===== src/rtl/spim_xip_arb.sv =====
// spim_xip_arb: shares the single register port of the SPI flash master
// between CPU register accesses and XIP word fetches.
//
// Each XIP fetch is turned into a fixed register program on the master:
//   write ADDR, write CMD (read), poll STAT until done, read 4 RX bytes,
//   write CMD (clear), then return the little-endian word.
//
// Ports:
//   clk, rst_n              clock, asynchronous active-low reset
//   cpu_valid/ready/addr/wdata/wstrb/rdata
//                           CPU register port (wstrb==0 means read)
//   xip_valid/ready/addr/rdata
//                           XIP word fetch port (xip_addr[1:0] ignored)
//   m_valid/ready/addr/wdata/wstrb/rdata
//                           master register port (registered request side)
//
// Optional feature: define SPIM_XIP_CACHE_EN for a one-entry fetch cache.
// Any completed CPU write invalidates it.
module spim_xip_arb #(
    parameter logic [11:0] ADDR_OFS = 12'h010,
    parameter logic [11:0] CMD_OFS  = 12'h00C,
    parameter logic [11:0] STAT_OFS = 12'h004,
    parameter logic [11:0] RXD_OFS  = 12'h01C,
    parameter logic [31:0] CMD_RD   = 32'h0003_0C06,
    parameter logic [31:0] CMD_CLR  = 32'h0000_0000,
    parameter int          DONE_BIT = 0
) (
    input  logic        clk,
    input  logic        rst_n,
    input  logic        cpu_valid,
    output logic        cpu_ready,
    input  logic [11:0] cpu_addr,
    input  logic [31:0] cpu_wdata,
    input  logic [3:0]  cpu_wstrb,
    output logic [31:0] cpu_rdata,
    input  logic        xip_valid,
    output logic        xip_ready,
    input  logic [23:0] xip_addr,
    output logic [31:0] xip_rdata,
    output logic        m_valid,
    input  logic        m_ready,
    output logic [11:0] m_addr,
    output logic [31:0] m_wdata,
    output logic [3:0]  m_wstrb,
    input  logic [31:0] m_rdata
);

    typedef enum logic [2:0] {IDLE, CPU, X_ADDR, X_CMD, X_POLL, X_RXD, X_CLR, X_RESP} state_t;

    state_t      state, state_n;
    logic        m_valid_n;
    logic [11:0] m_addr_n;
    logic [31:0] m_wdata_n;
    logic [3:0]  m_wstrb_n;
    logic        cpu_ready_n, xip_ready_n;
    logic [31:0] cpu_rdata_n, xip_rdata_n;
    logic [23:2] a_r, a_n;
    logic [1:0]  bc, bc_n;
    logic [31:0] word, word_n;
    logic        last_xip, last_xip_n;
    logic        cpu_req, xip_req, grant_cpu, grant_xip;

    // Word aligned: the byte offset bits are intentionally dropped.
    logic unused_ok;
    assign unused_ok = &{1'b0, xip_addr[1:0]};

`ifdef SPIM_XIP_CACHE_EN
    logic [23:2] c_tag, c_tag_n;
    logic [31:0] c_data, c_data_n;
    logic        c_vld, c_vld_n;
    logic        c_hit;
    assign c_hit = c_vld && (c_tag == xip_addr[23:2]);
`endif

    // A requester whose ready is pulsing this cycle still shows valid; mask it
    // so the same request is not granted a second time.
    assign cpu_req   = cpu_valid && !cpu_ready;
    assign xip_req   = xip_valid && !xip_ready;
    assign grant_cpu = cpu_req && (!xip_req || last_xip);
    assign grant_xip = xip_req && !grant_cpu;

    always_comb begin
        state_n     = state;
        m_valid_n   = m_valid;
        m_addr_n    = m_addr;
        m_wdata_n   = m_wdata;
        m_wstrb_n   = m_wstrb;
        cpu_ready_n = 1'b0;
        cpu_rdata_n = cpu_rdata;
        xip_ready_n = 1'b0;
        xip_rdata_n = xip_rdata;
        a_n         = a_r;
        bc_n        = bc;
        word_n      = word;
        last_xip_n  = last_xip;
`ifdef SPIM_XIP_CACHE_EN
        c_tag_n     = c_tag;
        c_data_n    = c_data;
        c_vld_n     = c_vld;
`endif
        // In the sequence states m_valid is low on entry (it drops the cycle
        // after m_ready), which gives the mandatory idle cycle between accesses.
        case (state)
            IDLE: begin
                if (cpu_req && xip_req) last_xip_n = grant_xip;
                if (grant_cpu) begin
                    state_n   = CPU;
                    m_valid_n = 1'b1;
                    m_addr_n  = cpu_addr;
                    m_wdata_n = cpu_wdata;
                    m_wstrb_n = cpu_wstrb;
                end else if (grant_xip) begin
                    a_n     = xip_addr[23:2];
                    state_n = X_ADDR;
`ifdef SPIM_XIP_CACHE_EN
                    if (c_hit) begin
                        word_n  = c_data;
                        state_n = X_RESP;
                    end
`endif
                end
            end
            CPU: begin
                if (m_ready) begin
                    m_valid_n   = 1'b0;
                    cpu_ready_n = 1'b1;
                    cpu_rdata_n = m_rdata;
                    state_n     = IDLE;
`ifdef SPIM_XIP_CACHE_EN
                    if (m_wstrb != 4'h0) c_vld_n = 1'b0;
`endif
                end
            end
            X_ADDR: begin
                if (!m_valid) begin
                    m_valid_n = 1'b1;
                    m_addr_n  = ADDR_OFS;
                    m_wdata_n = {8'h00, a_r, 2'b00};
                    m_wstrb_n = 4'hF;
                end else if (m_ready) begin
                    m_valid_n = 1'b0;
                    state_n   = X_CMD;
                end
            end
            X_CMD: begin
                if (!m_valid) begin
                    m_valid_n = 1'b1;
                    m_addr_n  = CMD_OFS;
                    m_wdata_n = CMD_RD;
                    m_wstrb_n = 4'hF;
                end else if (m_ready) begin
                    m_valid_n = 1'b0;
                    state_n   = X_POLL;
                end
            end
            X_POLL: begin
                if (!m_valid) begin
                    m_valid_n = 1'b1;
                    m_addr_n  = STAT_OFS;
                    m_wdata_n = 32'h0;
                    m_wstrb_n = 4'h0;
                end else if (m_ready) begin
                    m_valid_n = 1'b0;
                    if (m_rdata[DONE_BIT]) begin
                        bc_n    = 2'd0;
                        state_n = X_RXD;
                    end
                end
            end
            X_RXD: begin
                if (!m_valid) begin
                    m_valid_n = 1'b1;
                    m_addr_n  = RXD_OFS;
                    m_wdata_n = 32'h0;
                    m_wstrb_n = 4'h0;
                end else if (m_ready) begin
                    m_valid_n                 = 1'b0;
                    word_n[{bc, 3'b000} +: 8] = m_rdata[7:0];
                    bc_n                      = bc + 2'd1;
                    if (bc == 2'd3) state_n = X_CLR;
                end
            end
            X_CLR: begin
                if (!m_valid) begin
                    m_valid_n = 1'b1;
                    m_addr_n  = CMD_OFS;
                    m_wdata_n = CMD_CLR;
                    m_wstrb_n = 4'hF;
                end else if (m_ready) begin
                    m_valid_n = 1'b0;
                    state_n   = X_RESP;
                end
            end
            X_RESP: begin
                xip_ready_n = 1'b1;
                xip_rdata_n = word;
                state_n     = IDLE;
`ifdef SPIM_XIP_CACHE_EN
                c_tag_n  = a_r;
                c_data_n = word;
                c_vld_n  = 1'b1;
`endif
            end
            default: state_n = IDLE;
        endcase
    end

    always_ff @(posedge clk or negedge rst_n) begin
        if (!rst_n) begin
            state     <= IDLE;
            m_valid   <= 1'b0;
            m_addr    <= '0;
            m_wdata   <= '0;
            m_wstrb   <= '0;
            cpu_ready <= 1'b0;
            cpu_rdata <= '0;
            xip_ready <= 1'b0;
            xip_rdata <= '0;
            a_r       <= '0;
            bc        <= '0;
            word      <= '0;
            last_xip  <= 1'b1;
`ifdef SPIM_XIP_CACHE_EN
            c_tag     <= '0;
            c_data    <= '0;
            c_vld     <= 1'b0;
`endif
        end else begin
            state     <= state_n;
            m_valid   <= m_valid_n;
            m_addr    <= m_addr_n;
            m_wdata   <= m_wdata_n;
            m_wstrb   <= m_wstrb_n;
            cpu_ready <= cpu_ready_n;
            cpu_rdata <= cpu_rdata_n;
            xip_ready <= xip_ready_n;
            xip_rdata <= xip_rdata_n;
            a_r       <= a_n;
            bc        <= bc_n;
            word      <= word_n;
            last_xip  <= last_xip_n;
`ifdef SPIM_XIP_CACHE_EN
            c_tag     <= c_tag_n;
            c_data    <= c_data_n;
            c_vld     <= c_vld_n;
`endif
        end
    end

endmodule


===== config.mk =====
export PLATFORM = sky130hd
export DESIGN_NAME = spim_xip_arb
export DESIGN_NICKNAME = d
export VERILOG_FILES = /design/src/rtl/spim_xip_arb.sv
export SDC_FILE = /design/constraint.sdc
export NUM_CORES = 1
export LEC_CHECK = 0
export ABC_AREA = 1
export ABC_CLOCK_PERIOD_IN_PS = 2610
export CELL_PAD_IN_SITES_DETAIL_PLACEMENT = 0
export CELL_PAD_IN_SITES_GLOBAL_PLACEMENT = 1
export CORE_AREA = 2 2 148 150
export CTS_BUF_LIST = sky130_fd_sc_hd__clkbuf_8
export DETAILED_ROUTE_END_ITERATION = 8
export DIE_AREA = 0 0 150 152
export PLACE_DENSITY_LB_ADDON = 0.05
export SYNTH_ARGS = -nofsm -noshare
export SYNTH_HDL_FRONTEND = slang
export SYNTH_SLANG_ARGS = --single-unit

===== constraint.sdc =====
create_clock -name clk -period 2.61 [get_ports clk]
set_input_delay 0.3915 -clock clk [delete_from_list [all_inputs] [get_ports clk]]
set_output_delay 0.3915 -clock clk [all_outputs]
set_load 0.1 [all_outputs]

==> impl_results.md <==
* Outcome: finished clean
* Die ar. at 22800 um2
* Antenna-violating nets left at 0
* Synth cell types at 24
* Final GP Congestion at 0.743
* Pin count of the biggest net entering global routing at 65
* Rel. slew slack at 0.323
* Area Growth Syn to Fin at 36.0%
* Family with the most delay on the worst path: simple AND/OR/NAND/NOR gates
* Seq/Total Area, Yosys at 0.596
* TritonCTS clock tree: built
* Yosys top cell by area: dfrtp_1
* Final hold vios at 0
* Vias at 6042
* Synthesized net count at 979
* Die Y at 152 um
* Post-DR vias/cell at 4.39
* H-tree depth at 4
* CP bufs+invs at 2
* Critical path's slowest cell: dfrtp_1
* Crit path launch type: register
* Routed WL at 19500 um
* Mapped cell area at 7340 um2
* Routed WL per cell at 14.2 um
* CP max stage delay at 0.50 ns
* Crit path cell chain: nand3_2 -> buf_4 -> nand3_1 -> nand2_2 -> buf_12 -> nand2_1 -> nand2_1
* Gr ovfl total at 0
* Most common cell on crit path: nand2_1
* Worst hold-check path type: in -> reg
* CORE AREA at 21400 um2
* Clock root cell: clkbuf_8
* GRT Resource Usage Total at 0.177
* Clk_skew at 0.0162 ns
* Vias in the first global route at 5923
* HPWL Detailed at 13300 um
* Worst skew pair latency at 0.45 ns
* Max-Cap Viols at 0
* Core Rows at 54
* First DRT Iteration DRCs at 266
* Fin crit share at 0.721
* Required time of the critical path at 2.99 ns
* Initial antenna violation count at 0
* Worst-path fanout max at 39
* Fmax at 0.531 GHz
* DRC violations left at 0
* Die W at 150 um
* YS warnings at 0
* Detailed Routing Iterations Pass 1 at 4
* Clock Path Buffers at 2
* WS Path Type: reg -> reg
* Ranking of synthesized cells by area: dfrtp_1, nand2_1, o21ai_0
* Post-Syn Instances at 865
* Top Ports at 224
* Final Max Slew Viols at 0
* Final min period at 1.88 ns
* Unrepaired setup endpoints after global routing: false
* Slew of the pin with the lowest slew margin at 1.01 ns
* I/O Buffers at 221
* NumNets Final at 1199
* Yosys reg bits at 175
* # clock sinks at 175
* Worst-path clk slew at 0.09 ns
* TritonCTS Buffers at 17
* Crit. End Element: register
* Synth top area share at 0.593
* Setup Total Neg Slack at 0 ns
* Ratio of cells with drive above 1 in the final layout at 0.166
* First-pass GRT wire length at 32000 um
* WP data arrival at 2.26 ns
* # setup viols final at 0
* Starting Density at 0.344
* Syn Area/Cell at 8.49 um2
-- layer usage --
metal  part of all wire  vias to the layer above  GRT usage
met5                  0                        -          0
met4             0.0042                        0     0.0458
met3              0.067                        4     0.0495
met2               0.44                      157      0.265
met1               0.49                     2773      0.255
li1                   -                     3108          -
-- timing repair --
| action | in CTS | in global routing |
|---|---|---|
| gates resized for setup | 0 | 0 |
| endpoints found under the hold margin | 61 | 0 |
| hold buffers | 1 | 0 |
| buffers inserted | 0 | 0 |
-- worst reg2reg max path, stage by stage, from the launching register on --
cell,delay [ns]
dfrtp_1,0.50
nand3_2,0.16
buf_4,0.31
nand3_1,0.18
nand2_2,0.27
buf_12,0.25
nand2_1,0.09
nand2_1,0.06
-- cell type report --
type,instances,area (um2)
multi-input cells,567,2460
flip-flops and latches,175,4380
inverters,86,323
diodes,1,2.50
repair buffers,238,2110
fillers,2197,11400
clock inverters,12,113
well taps,280,350
clock buffers,18,248
-- state kept, by name (all words and copies together) (netlist names) --
register	flops
state	3
bc	2
xip_ready	1
xip_rdata	32
word	32
m_addr	12
cpu_ready	1
m_valid	1
last_xip	1
m_wstrb	4
a_r	22
m_wdata	32
cpu_rdata	32
-- final timing paths --
kind | start | endpoint | slack (ns) | depth (start not counted)
worst max-delay path | state[1] | m_wstrb[0] | 0.73 | 7
worst min-delay path | m_rdata[17] | cpu_rdata[17] | 0.47 | 3
worst max register to register | state[1] | m_wstrb[0] | 0.73 | 7
worst min register to register | m_wdata[2] | m_wdata[2] | 0.48 | 2
max in group asynchronous | rst_n | a_r[19] | 1.34 | 3
min in group asynchronous | rst_n | m_wdata[30] | 0.50 | 2
-- logic make-up after synthesis --
kind of cell               Yosys count  share of synthesized area
AOI/OAI and AO/OA                  112                     0.0770
xor gates and xnor gates             1                    0.00119
adders and majority gates            5                    0.00852
buffers and inverters              123                     0.0704
DFF                                175                      0.596
and+or+nand+nor                    449                      0.247
-- metrics by stage --
stage	hold WS, ns	setup WS (ns)	instances	util	area [um2]
CTS	0.428	0.678	1376	0.468	9980
floorplan	0.0959	0.568	865	-	7340
global route	0.435	0.490	1376	0.468	9980
finish	0.470	0.727	1377	0.468	9990
detailed placement	0.433	0.420	1345	0.450	9610
global placement	0.434	0.441	1345	0.450	9610
-- cell usage after synthesis --
library cell  count
nand2_2           2
o2bb2ai_1         1
ha_1              5
o22ai_1           1
clkbuf_1         16
inv_1            82
nor3b_1           1
nor2_2            4
buf_2            14
dfrtp_1         174
nand3_1          53
nor2_4            4
buf_6             3
xor2_1            1
buf_4             4
dfstp_2           1
a21oi_1          20
nor2_1           30
nor3_1            2
nand2_4           1
o21ai_0          86
nand2_1         352
o21ai_1           4
inv_2             4
-- layout by cell type (no fill, tap or decap), types with 5 or more instances in the layout --
cell type and instances:
dfrtp_1 174, buf_4 127, nand3_1 51, o21ai_0 86, clkdlybuf4s50_1 105, nor2_2 6
clkbuf_8 18, inv_1 83, ha_1 5, nor2_1 28, a21oi_1 20, nand2_1 351
Power is not shown: default switching activity piles up to over one toggle a cycle in this logic, so the estimate is an artifact.
